===== src/rtl/out_bcd_display_if.sv =====
// Display bus between the CPU out port (master) and the BCD/7-segment converter (slave).
interface out_bcd_display_if #(
  parameter int unsigned DATA_WIDTH = 16,
  parameter int unsigned DIGITS     = 5
);
  logic [DATA_WIDTH-1:0] in;
  logic [4*DIGITS-1:0]   bcd;
  logic [7*DIGITS-1:0]   seg;
  logic                  busy;
  logic                  updated;

  modport master (output in, input bcd, seg, busy, updated);
  modport slave  (input in, output bcd, seg, busy, updated);
endinterface


===== src/rtl/out_bcd_display.sv =====
// Watches the CPU out word, converts each new value to BCD with a sequential double-dabble
// engine and drives active-low 7-segment patterns for the board display.
module out_bcd_display #(
  parameter int unsigned DATA_WIDTH    = 16,
  parameter int unsigned DIGITS        = 5,
  parameter int unsigned BLANK_LEADING = 1
) (
  input  logic              clk,
  input  logic              rst_n,
  out_bcd_display_if.slave  bus
);
  localparam int unsigned BW = 4 * DIGITS;
  localparam int unsigned SW = 7 * DIGITS;
  localparam int unsigned CW = $clog2(DATA_WIDTH + 1);

  typedef enum logic [1:0] {IDLE, SHIFT, DONE} state_t;

  function automatic logic [6:0] seg7(input logic [3:0] d);
    case (d)
      4'd0:    seg7 = 7'h40;
      4'd1:    seg7 = 7'h79;
      4'd2:    seg7 = 7'h24;
      4'd3:    seg7 = 7'h30;
      4'd4:    seg7 = 7'h19;
      4'd5:    seg7 = 7'h12;
      4'd6:    seg7 = 7'h02;
      4'd7:    seg7 = 7'h78;
      4'd8:    seg7 = 7'h00;
      4'd9:    seg7 = 7'h10;
      default: seg7 = 7'h7F;
    endcase
  endfunction

  // Per-digit decode; a leading digit is blanked while it and everything above it is zero.
  function automatic logic [SW-1:0] decode_all(input logic [BW-1:0] v);
    logic [SW-1:0] r;
    logic          lead;
    r    = '0;
    lead = 1'b1;
    for (int k = int'(DIGITS) - 1; k >= 0; k--) begin
      if (v[4*k +: 4] != 4'd0) lead = 1'b0;
      if ((BLANK_LEADING != 0) && lead && (k != 0)) r[7*k +: 7] = 7'h7F;
      else                                          r[7*k +: 7] = seg7(v[4*k +: 4]);
    end
    return r;
  endfunction

  localparam logic [SW-1:0] SEG_RESET = decode_all('0);

  state_t                state;
  logic [DATA_WIDTH-1:0] last;
  logic [DATA_WIDTH-1:0] shift;
  logic [BW-1:0]         scratch;
  logic [BW-1:0]         adj;
  logic [CW-1:0]         cnt;

  // Add-3 correction per nibble; nibbles never exceed 9 so no inter-nibble carry exists.
  always_comb begin
    adj = scratch;
    for (int k = 0; k < int'(DIGITS); k++) begin
      if (scratch[4*k +: 4] >= 4'd5) adj[4*k +: 4] = scratch[4*k +: 4] + 4'd3;
    end
  end

  assign bus.busy = (state != IDLE);

  always_ff @(posedge clk or negedge rst_n) begin
    if (!rst_n) begin
      state       <= IDLE;
      last        <= '0;
      shift       <= '0;
      scratch     <= '0;
      cnt         <= '0;
      bus.bcd     <= '0;
      bus.seg     <= SEG_RESET;
      bus.updated <= 1'b0;
    end else begin
      bus.updated <= 1'b0;
      case (state)
        IDLE: begin
          if (bus.in != last) begin
            last    <= bus.in;
            shift   <= bus.in;
            scratch <= '0;
            cnt     <= CW'(DATA_WIDTH);
            state   <= SHIFT;
          end
        end
        SHIFT: begin
          scratch <= {adj[BW-2:0], shift[DATA_WIDTH-1]};
          shift   <= {shift[DATA_WIDTH-2:0], 1'b0};
          cnt     <= cnt - CW'(1);
          if (cnt == CW'(1)) state <= DONE;
        end
        DONE: begin
          bus.bcd     <= scratch;
          bus.seg     <= decode_all(scratch);
          bus.updated <= 1'b1;
          state       <= IDLE;
        end
        default: state <= IDLE;
      endcase
    end
  end
endmodule


===== src/flat_wrapper.sv =====
// flat-port wrapper written by rule: the top's interface ports become plain ports
module out_bcd_display_flat 
#(
  parameter int unsigned DATA_WIDTH    = 16,
  parameter int unsigned DIGITS        = 5,
  parameter int unsigned BLANK_LEADING = 1
)
  (clk, rst_n, bus_in, bus_bcd, bus_seg, bus_busy, bus_updated);
  out_bcd_display_if #(.DATA_WIDTH(DATA_WIDTH), .DIGITS(DIGITS)) bus_i ();
  input  logic clk;
  input  logic rst_n;
  input wire logic [$bits(bus_i.in)-1:0] bus_in;
  output wire logic [$bits(bus_i.bcd)-1:0] bus_bcd;
  output wire logic [$bits(bus_i.seg)-1:0] bus_seg;
  output wire logic [$bits(bus_i.busy)-1:0] bus_busy;
  output wire logic [$bits(bus_i.updated)-1:0] bus_updated;
  assign bus_i.in = bus_in;
  assign bus_bcd = bus_i.bcd;
  assign bus_seg = bus_i.seg;
  assign bus_busy = bus_i.busy;
  assign bus_updated = bus_i.updated;
  out_bcd_display #(.DATA_WIDTH(DATA_WIDTH), .DIGITS(DIGITS), .BLANK_LEADING(BLANK_LEADING)) u_core (.clk(clk), .rst_n(rst_n), .bus(bus_i));
endmodule

===== config.mk =====
export PLATFORM = sky130hd
export DESIGN_NAME = out_bcd_display_flat
export DESIGN_NICKNAME = d
export VERILOG_FILES = /design/src/rtl/out_bcd_display_if.sv /design/src/rtl/out_bcd_display.sv /design/src/flat_wrapper.sv
export SDC_FILE = /design/constraint.sdc
export NUM_CORES = 1
export LEC_CHECK = 0
export CAP_MARGIN = 20
export CORE_UTILIZATION = 65
export DETAILED_ROUTE_END_ITERATION = 10
export DONT_BUFFER_PORTS = 1
export GPL_TIMING_DRIVEN = 0
export PLACE_DENSITY = 0.78
export SLEW_MARGIN = 20
export SYNTH_ARGS = -nofsm -noshare
export SYNTH_HDL_FRONTEND = slang
export SYNTH_SLANG_ARGS = --single-unit

===== constraint.sdc =====
create_clock -name clk -period 3.1 [get_ports clk]
set_input_delay 0.62 -clock clk [delete_from_list [all_inputs] [get_ports clk]]
set_output_delay 0.62 -clock clk [all_outputs]
set_load 0.02 [all_outputs]

After elaboration in Yosys (flattened, before gate mapping)
Memory sizes are Yosys's and may differ from the RTL's. A register that Yosys moved wholly into a read port is not among the register bits.
Cells that the tools add are included.
- register bits: 115
- ROM bits: 560
- input bits: 18
- output and inout bits: 57
- memories kept: 5
- $add $sub $neg: 6
- $lt $le $gt $ge: 5
- equality and inequality tests: 6
- muxes and demuxes: 27
- reductions and logical operators: 11
- memories (name ; depth ; bits a word ; read ports ; clocked after Yosys merged registers in ; wr ports ; RTL line ; text):
    (no name shown) ; 16 ; 7 ; 1 ; 0 ; 0 ; out_bcd_display.sv:19 ; case (d)
    (no name shown) ; 16 ; 7 ; 1 ; 0 ; 0 ; out_bcd_display.sv:19 ;
    (no name shown) ; 16 ; 7 ; 1 ; 0 ; 0 ; out_bcd_display.sv:19 ;
    (no name shown) ; 16 ; 7 ; 1 ; 0 ; 0 ; out_bcd_display.sv:19 ;
    (no name shown) ; 16 ; 7 ; 1 ; 1 ; 0 ; out_bcd_display.sv:19 ;
- operator list (kind ; number):
    case mux 20 bit (2 select lines) ; 1
    case mux 16 bit (2 select lines) ; 1
    two-way mux 7 bit ; 4
    >= comparator 4 x 3 -> 1 bit (second input constant) ; 5
    two-way mux 20 bit ; 1
    adder 4 x 2 -> 4 bit (second input constant) ; 4
    two-way mux 16 bit ; 1
    two-way mux 4 bit ; 4
    inequality test 16 bit ; 1
    nonzero test 4 bit ; 4
    case mux 5 bit (2 select lines) ; 1
    two-way mux 1 bit ; 9
    AND reduction 2 bit ; 3
    equality test 5 x 1 -> 1 bit (second input constant) ; 1
    two-way mux 5 bit ; 1
    subtractor 5 x 1 -> 5 bit (second input constant) ; 1
    two-way mux 2 bit ; 2
    inequality test 2 x 1 -> 1 bit (second input constant) ; 2
    case mux 2 bit (2 select lines) ; 1
    nonzero test 2 bit ; 2
    adder 3 x 2 -> 3 bit (second input constant) ; 1
    two-way mux 3 bit ; 1
    equality test 2 x 1 -> 1 bit (second input constant) ; 1
    equality test 2 bit (second input constant) ; 1
    other kinds (2) ; 2

Longest topological paths before layout
Gate-level depths: netlist of the first run.
- depth after elaboration: 10
- depth in mapped cells: 7

Worst setup path before layout of the first run
No wires, ideal clock.
- kind: input -> register
- start: input bus_in[11]
- end: register u_core.shift[10]
- library setup time: 0.125 ns
- data arrival time: 1.887 ns
- data required time: 2.975 ns
- slack: 1.088 ns
- cell stages on the path: 6
- path buffers: 1
- cells stage by stage: xor2_1 nor4_1 and4_2 a21oi_4 buf_8 mux2_4
- word-level cells in the longest chain between the ends: 3
- ends and longest elaborated chain (element ; RTL line ; text):
    start: declaration ; flat_wrapper.sv:12 ; input wire logic [$bits(bus_i.in)-1:0] bus_in;
    inequality test 16 bit ; out_bcd_display.sv:81 ; if (bus.in != last) begin
    inequality test 2 x 1 -> 1 bit (no line) ; n/a ;
    AND reduction 2 bit (no line) ; n/a ;
    end signal: assignment ; out_bcd_display.sv:83 ; shift <= bus.in;
    end signal: assignment ; out_bcd_display.sv:91 ; shift <= {shift[DATA_WIDTH-2:0], 1'b0};
    end: declaration ; out_bcd_display.sv:52 ; logic [DATA_WIDTH-1:0] shift;
No other way between the ends.
A chain may end at the register's enable or synchronous reset.

Worst setup path in the final report of the first run
- start: register u_core.last[11]
- end: register u_core.last[11]
- word-level cells in the longest chain between the ends: 2
- ends and longest elaborated chain (element ; RTL line ; text):
    start: declaration ; out_bcd_display.sv:51 ; logic [DATA_WIDTH-1:0] last;
    start signal: assignment ; out_bcd_display.sv:82 ; last <= bus.in;
    inequality test 16 bit ; out_bcd_display.sv:81 ;
    AND reduction 2 bit (no line) ; n/a ;
No other way between the ends.

==> impl_results.md, run 1 <==
- Fmax achieved: 434 MHz
- Crit-path max FO: 10
- CP Capture Type: flop
- RSZ-0062 raised after global routing: no
- Synth unique cells: 54
- Core Region: 8810 µm²
- Sequential share of the synthesized area: 0.491
- Peak VDD IR: 0.704 mV
- Layout cells sized above 1: 0.183
- DRT iter0 DRCs: 288
- GRT Residual Overflow: 0
- Initial Util: 0.675
- Initial antenna violation count: 0
- Post-synth EDFFs: 0
- Placed instance area: 6080 µm²
- Total CTS buffers: 17
- Syn nets: 648
- Total Die Area: 9530 µm²
- Dominant cell type by area after synthesis: dfrtp_1
- Area contributors post-synth: dfrtp_1 36%, dfstp_2 13%, nand2_1 7.5%, ha_1 6.5%, o21ai_0 4.2%
- Yosys warning count: 0
- Top-count cell post-synth: nand2_1
- Leak pwr: 3.12 nW
- Reg2reg setup slack: 0.80 ns
- Filler cell count: 580
- Synthesis-to-layout area growth: 13.2%
- Pwr dens: 1290 nW/µm²
- Die H: 97.6 µm
- Drt drc: 14
- Final Slew Violations: 0
- CTS root buffer: clkbuf_8
- Tightest Hold Check Type: in -> async
- CTS tree: done
- CP Class: reg -> reg
- Ys async rst share: 1.00
- Worst Path Arrival: 2.71 ns
- Buffers on Ports: 0
- Area of the mapped netlist: 5940 µm²
- First-pass GRT wire length: 22900 µm
- Final wirelength: 13900 µm
- Worst-Margin Slew: 0.772 ns
- Post-synth top flop: dfrtp_1
- Total GRT Usage: 0.308
- Final hold slack: -0.00390 ns
- # rows: 34
- Failing checks: design-rule violations, negative hold slack
- Ports: 75
- Chip Width: 97.6 µm
- Critical path data required time: 3.50 ns
- Detailed placement HPWL: 9110 µm
- Detailed-router iteration count before antenna repair: 8
- GP Congestion: 0.907
- R2R Path Start: u_core.last[11]$_DFFE_PN0P_
- Slew margin rel.: 0.485
- Pin count of the biggest net entering global routing: 116
- TNS Setup: 0 ns
- Number of setup violations in the final report: 0
- Antenna diode count: 0
- Reg2reg end: u_core.last[11]$_DFFE_PN0P_
- Post-route cell area: 6730 µm²
- CTS Sinks: 115
- Yosys top cell area share: 0.362
- CTS clk-pin slew, worst paths: 0.06 ns
- Vias post-DR: 4514
- Cts repair resizes: 0
- Final Skew: 0.0123 ns
- Final worst path period share: 0.743
- Synthesized flop and latch total: 115
- Syn_area_per_cell: 9.92 µm²
- H-tree level count: 4
- Final min period: 2.30 ns
- R2R cell count: 6
- Gate count after technology mapping: 599
- # nets final: 669
- Status: complete, but fails checks
- Top cells by count, synth: 119 x nand2_1, 86 x dfrtp_1, 50 x o21ai_0
- ANT nets after route: 0
- Vias/cell: 6.09
- CTS Buffer Depth: 2
- Max-cap violations: 0
- Setup repair bufs after CTS: 0
- Drt wl/cell: 18.7 µm
- Clk_lat worst skew: 0.52 ns
- Startpoint Class: flop
- Final Hold Fails: 1
- Vias in the first global route: 4677
==> stage by stage <==
stage	cells	util	power [W]	worst slack (ns)
global placement	707	0.690	0.00637	0.641
detailed placement	707	0.690	0.00652	0.565
global route	741	0.764	0.00922	0.654
finish	741	0.764	0.00865	0.796
floorplan	599	-	0.00579	1.09
CTS	739	0.759	0.00860	0.803
==> critical path: stages, from the launching register on <==
cell	delay, ns
dfrtp_1	0.38
xor2_1	0.15
nor4_1	0.53
nand4_1	0.27
nand3_1	0.21
buf_2	0.28
mux2_2	0.36
==> worst max-delay path by stage <==
stage                                      startpoint                      endpoint  cells after the start
after floorplan                            bus_in[11]  u_core.shift[10]$_DFFE_PN0P_                      6
after global placement                     bus_in[11]   u_core.last[11]$_DFFE_PN0P_                      6
after detailed placement                   bus_in[11]   u_core.last[11]$_DFFE_PN0P_                      6
after CTS                 u_core.last[11]$_DFFE_PN0P_   u_core.last[13]$_DFFE_PN0P_                      6
after global routing       u_core.last[6]$_DFFE_PN0P_   u_core.last[13]$_DFFE_PN0P_                      6
final                     u_core.last[11]$_DFFE_PN0P_   u_core.last[11]$_DFFE_PN0P_                      6
==> logic make-up (layout without fill, tap and decap cells) <==
kind of cell,after synthesis,in the layout,synth area share
XOR/XNOR,23,23,0.0339
AND/OR/NAND/NOR,205,205,0.149
adder cells (fa/ha/maj),31,31,0.0653
AO/OA/AOI/OAI,134,134,0.147
flip-flops,115,115,0.491
buffers and inverters,56,90,0.0419
multiplexers,35,35,0.0722
==> flip-flops by register name, summed over array words and instances, names as in the netlist <==
signal and count:
u_core.bus.bcd 20, u_core.bus.seg 35, u_core.bus.updated 1, u_core.cnt 5, u_core.last 16, u_core.scratch 20
u_core.shift 16, u_core.state 2
==> placed cells by master, fill, tap and decap left out, types with 3 or more instances in the layout <==
cell	instances
dfrtp_1	86
inv_1	22
mux2_2	19
mux2i_1	5
bufinv_16	3
nor3b_1	4
clkbuf_1	20
clkbuf_8	6
o22ai_2	9
clkinv_1	3
o22a_1	6
clkbuf_16	16
a21oi_1	26
a31oi_1	6
xor2_1	16
nand2_1	119
o22ai_1	7
nor4_1	3
a211oi_1	5
nor2_1	43
nor3_1	9
buf_2	7
mux2_4	11
o31ai_1	6
nand4_1	3
or3_1	3
nand2b_1	7
a21o_1	3
o21ai_0	50
dfstp_2	29
clkinv_2	4
xnor2_1	7
ha_1	31
and2_1	4
o311ai_0	3
==> cell type report <==
cell class	count	area (µm²)	share of cell area
Clock buffer	23	487	0.0724
Multi-Input combinational cell	428	2780	0.413
Buffer	31	155	0.0231
Tap cell	108	135	0.0201
Sequential cell	115	2910	0.433
Clock inverter	9	125	0.0186
Inverter	25	93.8	0.0140
Timing Repair Buffer	2	37.5	0.00558
==> where the power goes <==
group | leakage, nW | internal [W] | switching, W
sequential | 1.36 | 0.00240 | 0.00102
combinational | 1.46 | 0.00139 | 0.00184
clock | 0.300 | 0.00133 | 0.000676
total | 3.12 | 0.00512 | 0.00354
==> per-layer routing <==
metal,wire (µm),global-route usage,vias up
met3,991,0.0784,32
met1,5890,0.390,2205
met2,6610,0.504,167
li1,-,-,2110
met5,0,0,-
met4,361,0.131,0
(Power assumes the default switching activity.)
==> run 2, diff against run 1 <==
--- a/config.mk
+++ b/config.mk
@@ -6,11 +6,11 @@
 export NUM_CORES = 1
 export LEC_CHECK = 0
 export CAP_MARGIN = 20
-export CORE_UTILIZATION = 65
+export CORE_UTILIZATION = 64
 export DETAILED_ROUTE_END_ITERATION = 10
 export DONT_BUFFER_PORTS = 1
 export GPL_TIMING_DRIVEN = 0
-export PLACE_DENSITY = 0.78
+export PLACE_DENSITY = 0.77
 export SLEW_MARGIN = 20
 export SYNTH_ARGS = -nofsm -noshare
 export SYNTH_HDL_FRONTEND = slang
==> constraint.sdc (replaced) <==
create_clock -name clk -period 2.3 [get_ports clk]
set_input_delay 0.46 -clock clk [delete_from_list [all_inputs] [get_ports clk]]
set_output_delay 0.46 -clock clk [all_outputs]
set_load 0.02 [all_outputs]
==> impl_results.md, run 2 (synthesis gave the netlist of run 1 again) <==
- Detailed-router iteration count before antenna repair: 8
- Crit-path max FO: 10
- Delay-heaviest family, CP: simple AND/OR/NAND/NOR gates
- Critical path data required time: 2.70 ns
- Final hold slack: -0.365 ns
- Buffers on Ports: 0
- Worst Path Arrival: 2.55 ns
- Final Slew Violations: 0
- Chip Width: 98.3 µm
- Commonest cells after routing, fill and taps aside: 119 x nand2_1, 86 x dfrtp_1, 50 x o21ai_0, 43 x nor2_1, 31 x ha_1
- Synthesis-to-layout area growth: 12.3%
- Top Layer Used: met4
- Status: complete, but fails checks
- CP Capture Type: flop
- Final worst path period share: 0.938
- Tightest Hold Check Type: in -> async
- Routed length on met1: 5830 µm
- GP Congestion: 0.903
- Commonest non-fill, non-tap cell in the layout: nand2_1
- Final min period: 2.16 ns
- CP max stage cell: nor4_1
- Total Die Area: 9670 µm²
- Failing checks: design-rule violations, negative hold slack
- Clk_lat worst skew: 0.52 ns
- First-pass GRT wire length: 22400 µm
- Final Skew: 0.00895 ns
- R2R cell count: 6
- CTS clk-pin slew, worst paths: 0.06 ns
- CTS tree: done
- Vias in the first global route: 4484
- Pin count of the biggest net entering global routing: 116
- Slew margin rel.: 0.492
- H-tree level count: 4
- CTS Sinks: 115
- Die H: 98.3 µm
- Layout cells sized above 1: 0.189
- Drt wl/cell: 18.3 µm
- Drt drc: 6
- CTS Buffer Depth: 2
- Placed instance area: 6080 µm²
- Startpoint Class: flop
- Final Hold Fails: 115
- Pwr dens: 1710 nW/µm²
- Vias/cell: 6.09
- GRT Residual Overflow: 0
- Wire length on met2: 6510 µm
- Core Region: 8850 µm²
- RSZ-0062 raised after global routing: no
- Ports: 75
- Reg with most FFs: u_core.bus.seg
- TNS Setup: 0 ns
- Final wirelength: 13500 µm
- Vias post-DR: 4503
- Overall power consumption: 0.0114 W
- Detailed placement HPWL: 8960 µm
- Peak VDD IR: 0.829 mV
- Slowest stage delay, CP: 0.41 ns
- Initial antenna violation count: 0
- Critical path depth: 6
- Post-route cell area: 6670 µm²
- Total CTS buffers: 17
- CTS root buffer: clkbuf_8
- WP buf/inv: 1
- Leak pwr: 3.08 nW
- Crit path cell chain: xor2_1 -> nor4_1 -> nand4_1 -> nand3_1 -> buf_2 -> mux2_2
- Fmax achieved: 464 MHz
- Routed wl met3: 896 µm
- Largest registers: u_core.bus.seg x35, u_core.bus.bcd x20, u_core.scratch x20
- Max reg flops: 35
- DRT iter0 DRCs: 324
- ANT nets after route: 0
- Initial Util: 0.671
- # nets final: 667
- Number of setup violations in the final report: 0
- Total GRT Usage: 0.300
- CP Class: reg -> reg
- Max-cap violations: 0
- Worst-Margin Slew: 0.763 ns
- Antenna diode count: 0
- # rows: 34
==> run 2: cell count changes in the layout (fill, tap and decap cells not counted), sizes merged <==
cell,delta
dlygate4sd3,-1
bufinv,-2
buf,-2
clkinv,-1
inv,+1
clkinvlp,+3
==> run 2: area by class of cell <==
type | instances | area (µm²)
buffer | 31 | 156
clock buffer | 22 | 483
clock inverter | 10 | 98.8
fill | 611 | 2180
inverter | 25 | 93.8
multi-input combinational | 428 | 2790
sequential | 115 | 2910
tap | 108 | 135
==> run 2: worst paths after layout <==
check                      slack (ns)                        start                             end
hold reg to reg                  0.50  u_core.shift[0]$_DFFE_PN0P_     u_core.shift[0]$_DFFE_PN0P_
hold / removal                  -0.36                        rst_n  u_core.bus.bcd[13]$_DFFE_PN0P_
max in group asynchronous        2.40                        rst_n  u_core.bus.seg[14]$_DFFE_PN1P_
setup / recovery                 0.14   u_core.last[5]$_DFFE_PN0P_     u_core.last[13]$_DFFE_PN0P_
setup reg to reg                 0.14   u_core.last[5]$_DFFE_PN0P_     u_core.last[13]$_DFFE_PN0P_
min in group clk                 0.09                    bus_in[4]      u_core.last[4]$_DFFE_PN0P_
==> run 2: worst register-to-register path, stage by stage (launching register included) <==
cell and delay [ns]:
dfrtp_1 0.38, xor2_1 0.16, nor4_1 0.41, nand4_1 0.22, nand3_1 0.18, buf_2 0.30
mux2_2 0.37
==> run 2: power by group <==
group          internal, W  switching, W  leakage, nW
sequential         0.00323       0.00138         1.36
combinational      0.00187       0.00240         1.44
clock              0.00158      0.000953        0.272
total              0.00668       0.00473         3.08
==> run 2: routing by layer <==
| layer | up-vias | track usage |
|---|---|---|
| met4 | 0 | 0.122 |
| met2 | 159 | 0.483 |
| met1 | 2223 | 0.389 |
| li1 | 2093 | - |
| met5 | - | 0 |
| met3 | 28 | 0.0795 |
==> run 2: per-stage QoR <==
step	setup slack (ns)	utilization	instances	hold WS (ns)
6_report	0.143	0.754	739	-0.365
3_3_place_gp	-0.0279	0.687	707	0.167
4_1_cts	0.0326	0.752	739	-0.368
3_5_place_dp	-0.0364	0.687	707	0.167
2_1_floorplan	0.448	-	599	0.164
5_1_grt	0.0258	0.754	739	-0.379
==> run 2: timing repair <==
item,4_1_cts,5_1_grt
setup buffers,0,0
endpoints found under the hold margin,115,115
setup endpoints to repair,0,32
resized for setup,0,3
==> run 3, diff against run 2 <==
--- a/config.mk
+++ b/config.mk
@@ -6,6 +6,7 @@
 export NUM_CORES = 1
 export LEC_CHECK = 0
 export CAP_MARGIN = 20
+export CORE_MARGIN = 2
 export CORE_UTILIZATION = 64
 export DETAILED_ROUTE_END_ITERATION = 10
 export DONT_BUFFER_PORTS = 1
==> impl_results.md, run 3 (synthesis gave the netlist of run 1 again) <==
- Status: complete, but fails checks
- Failing checks: negative hold slack
- Total CTS buffers: 17
- Buffers on Ports: 0
- Gate power share: 0.367
- R2R Path Start: u_core.last[5]$_DFFE_PN0P_
- Chip Width: 100 µm
- Initial antenna violation count: 0
- Critical path data required time: 2.70 ns
- GP Congestion: 0.912
- Sequential power share: 0.389
- Antenna diode count: 0
- CTS root buffer: clkbuf_8
- Final non-filler cell total: 742
- Initial Util: 0.652
- Worst-Margin Slew: 0.722 ns
- Ports: 75
- Core Region: 9110 µm²
- Final Slew Violations: 0
- Commonest cells after routing, fill and taps aside: 119 x nand2_1, 86 x dfrtp_1, 50 x o21ai_0, 43 x nor2_1, 31 x ha_1
- Detailed placement HPWL: 9250 µm
- Tightest Hold Check Type: in -> async
- Total GRT Usage: 0.296
- CP Capture Type: flop
- GRT Residual Overflow: 0
- Drt wl/cell: 19.2 µm
- Pre-CTS setup slack: 0.0330 ns
- Final cell utilization of the core: 0.741
- Clock share of power: 0.244
- Reg2reg setup slack: 0.12 ns
- Reg with most FFs: u_core.bus.seg
- R2R cell count: 6
- Layout cells sized above 1: 0.189
- Final wirelength: 14300 µm
- Leak pwr: 3.11 nW
- Synthesis-to-layout area growth: 13.6%
- H-tree level count: 4
- Commonest non-fill, non-tap cell in the layout: nand2_1
- # nets final: 667
- First-pass GRT wire length: 23200 µm
- CP Class: reg -> reg
- # rows: 35
- DP Cell Count: 710
- Pwr dens: 1760 nW/µm²
- Vias in the first global route: 4684
- Number of setup violations in the final report: 0
- Slew margin rel.: 0.519
- Pin count of the biggest net entering global routing: 116
- Total Die Area: 10100 µm²
- Peak VDD IR: 0.985 mV
- Crit-path max FO: 10
- TNS Setup: 0 ns
- Final setup margin: 0.117 ns
- Vias post-DR: 4530
- Reg2reg end: u_core.last[11]$_DFFE_PN0P_
- DRT iter0 DRCs: 303
- CTS clk-pin slew, worst paths: 0.06 ns
- Switch Pwr: 0.00487 W
- Die H: 100 µm
- Clk_lat worst skew: 0.52 ns
- Final hold slack: -0.370 ns
- Final Skew: 0.0111 ns
- CTS Sinks: 115
- Startpoint Class: flop
- Cell internal pwr: 0.00703 W
- ANT nets after route: 0
- Vias/cell: 6.11
- Final worst path period share: 0.949
- Largest registers: u_core.bus.seg x35, u_core.bus.bcd x20, u_core.scratch x20
- Final Hold Fails: 115
- Fmax achieved: 458 MHz
- CTS tree: done
- Detailed-router iteration count before antenna repair: 5
- Worst Path Arrival: 2.58 ns
- Overall power consumption: 0.0119 W
- Final min period: 2.18 ns
- CTS Buffer Depth: 2
- Max-cap violations: 0
- Sw Ratio: 0.410
- Max reg flops: 35
- RSZ-0062 raised after global routing: no
- Drt drc: 0
-- run 3: final cells by class --
cell class,instances,area [µm²]
Clock inverter,14,228
Inverter,25,93.8
Buffer,31,156
Multi-Input combinational cell,428,2790
Sequential cell,115,2910
Tap cell,111,139
Clock buffer,18,428
Fill cell,636,2360
-- run 3: worst max path at each step --
stage,start,end,slack [ns],cells after the start
6_report,u_core.last[5]$_DFFE_PN0P_,u_core.last[11]$_DFFE_PN0P_,0.12,6
5_1_grt,u_core.state[0]$_DFFE_PN0P_,u_core.bus.seg[5]$_DFFE_PN0P_,0.01,6
4_1_cts,u_core.scratch[17]$_DFFE_PN0P_,u_core.bus.seg[17]$_DFFE_PN1P_,0.006,6
3_5_place_dp,bus_in[6],u_core.last[12]$_DFFE_PN0P_,0.03,6
3_3_place_gp,u_core.state[0]$_DFFE_PN0P_,u_core.bus.seg[1]$_DFFE_PN0P_,0.14,6
2_1_floorplan,bus_in[11],u_core.shift[10]$_DFFE_PN0P_,0.45,6
-- run 3: per-layer routing --
metal  part of all wire  track usage
met5                  0            0
met3              0.077       0.0801
met2               0.49        0.484
met1               0.42        0.389
met4             0.0099       0.0843
-- run 3: timing repair --
action | in CTS | in global routing
setup buffers | 0 | 0
gates resized for setup | 0 | 3
setup endpoints to repair | 0 | 18
hold endpoints to repair | 115 | 115
-- run 3: power by group through the flow --
stage | Sequential [W] | Combinational [W] | Clock (W)
after CTS | 0.00462 | 0.00431 | 0.00292
after global placement | 0.00457 | 0.00402 | 0
after detailed placement | 0.00462 | 0.00420 | 0
after floorplan | 0.00439 | 0.00341 | 0
after global routing | 0.00474 | 0.00489 | 0.00302
final | 0.00462 | 0.00437 | 0.00290
-- run 3: worst max-delay path, stage by stage, from the launching register on --
cell and delay [ns]:
dfrtp_1 0.39, xor2_1 0.18, nor4_1 0.41, nand4_1 0.23, nand3_1 0.18, buf_2 0.28, mux2_2 0.38
-- run 3: stage by stage --
step / hold WS [ns] / instance area, µm²
floorplan: 0.164 / 5940
global placement: 0.167 / 6080
detailed placement: 0.167 / 6080
CTS: -0.374 / 6740
global route: -0.389 / 6750
finish: -0.370 / 6750
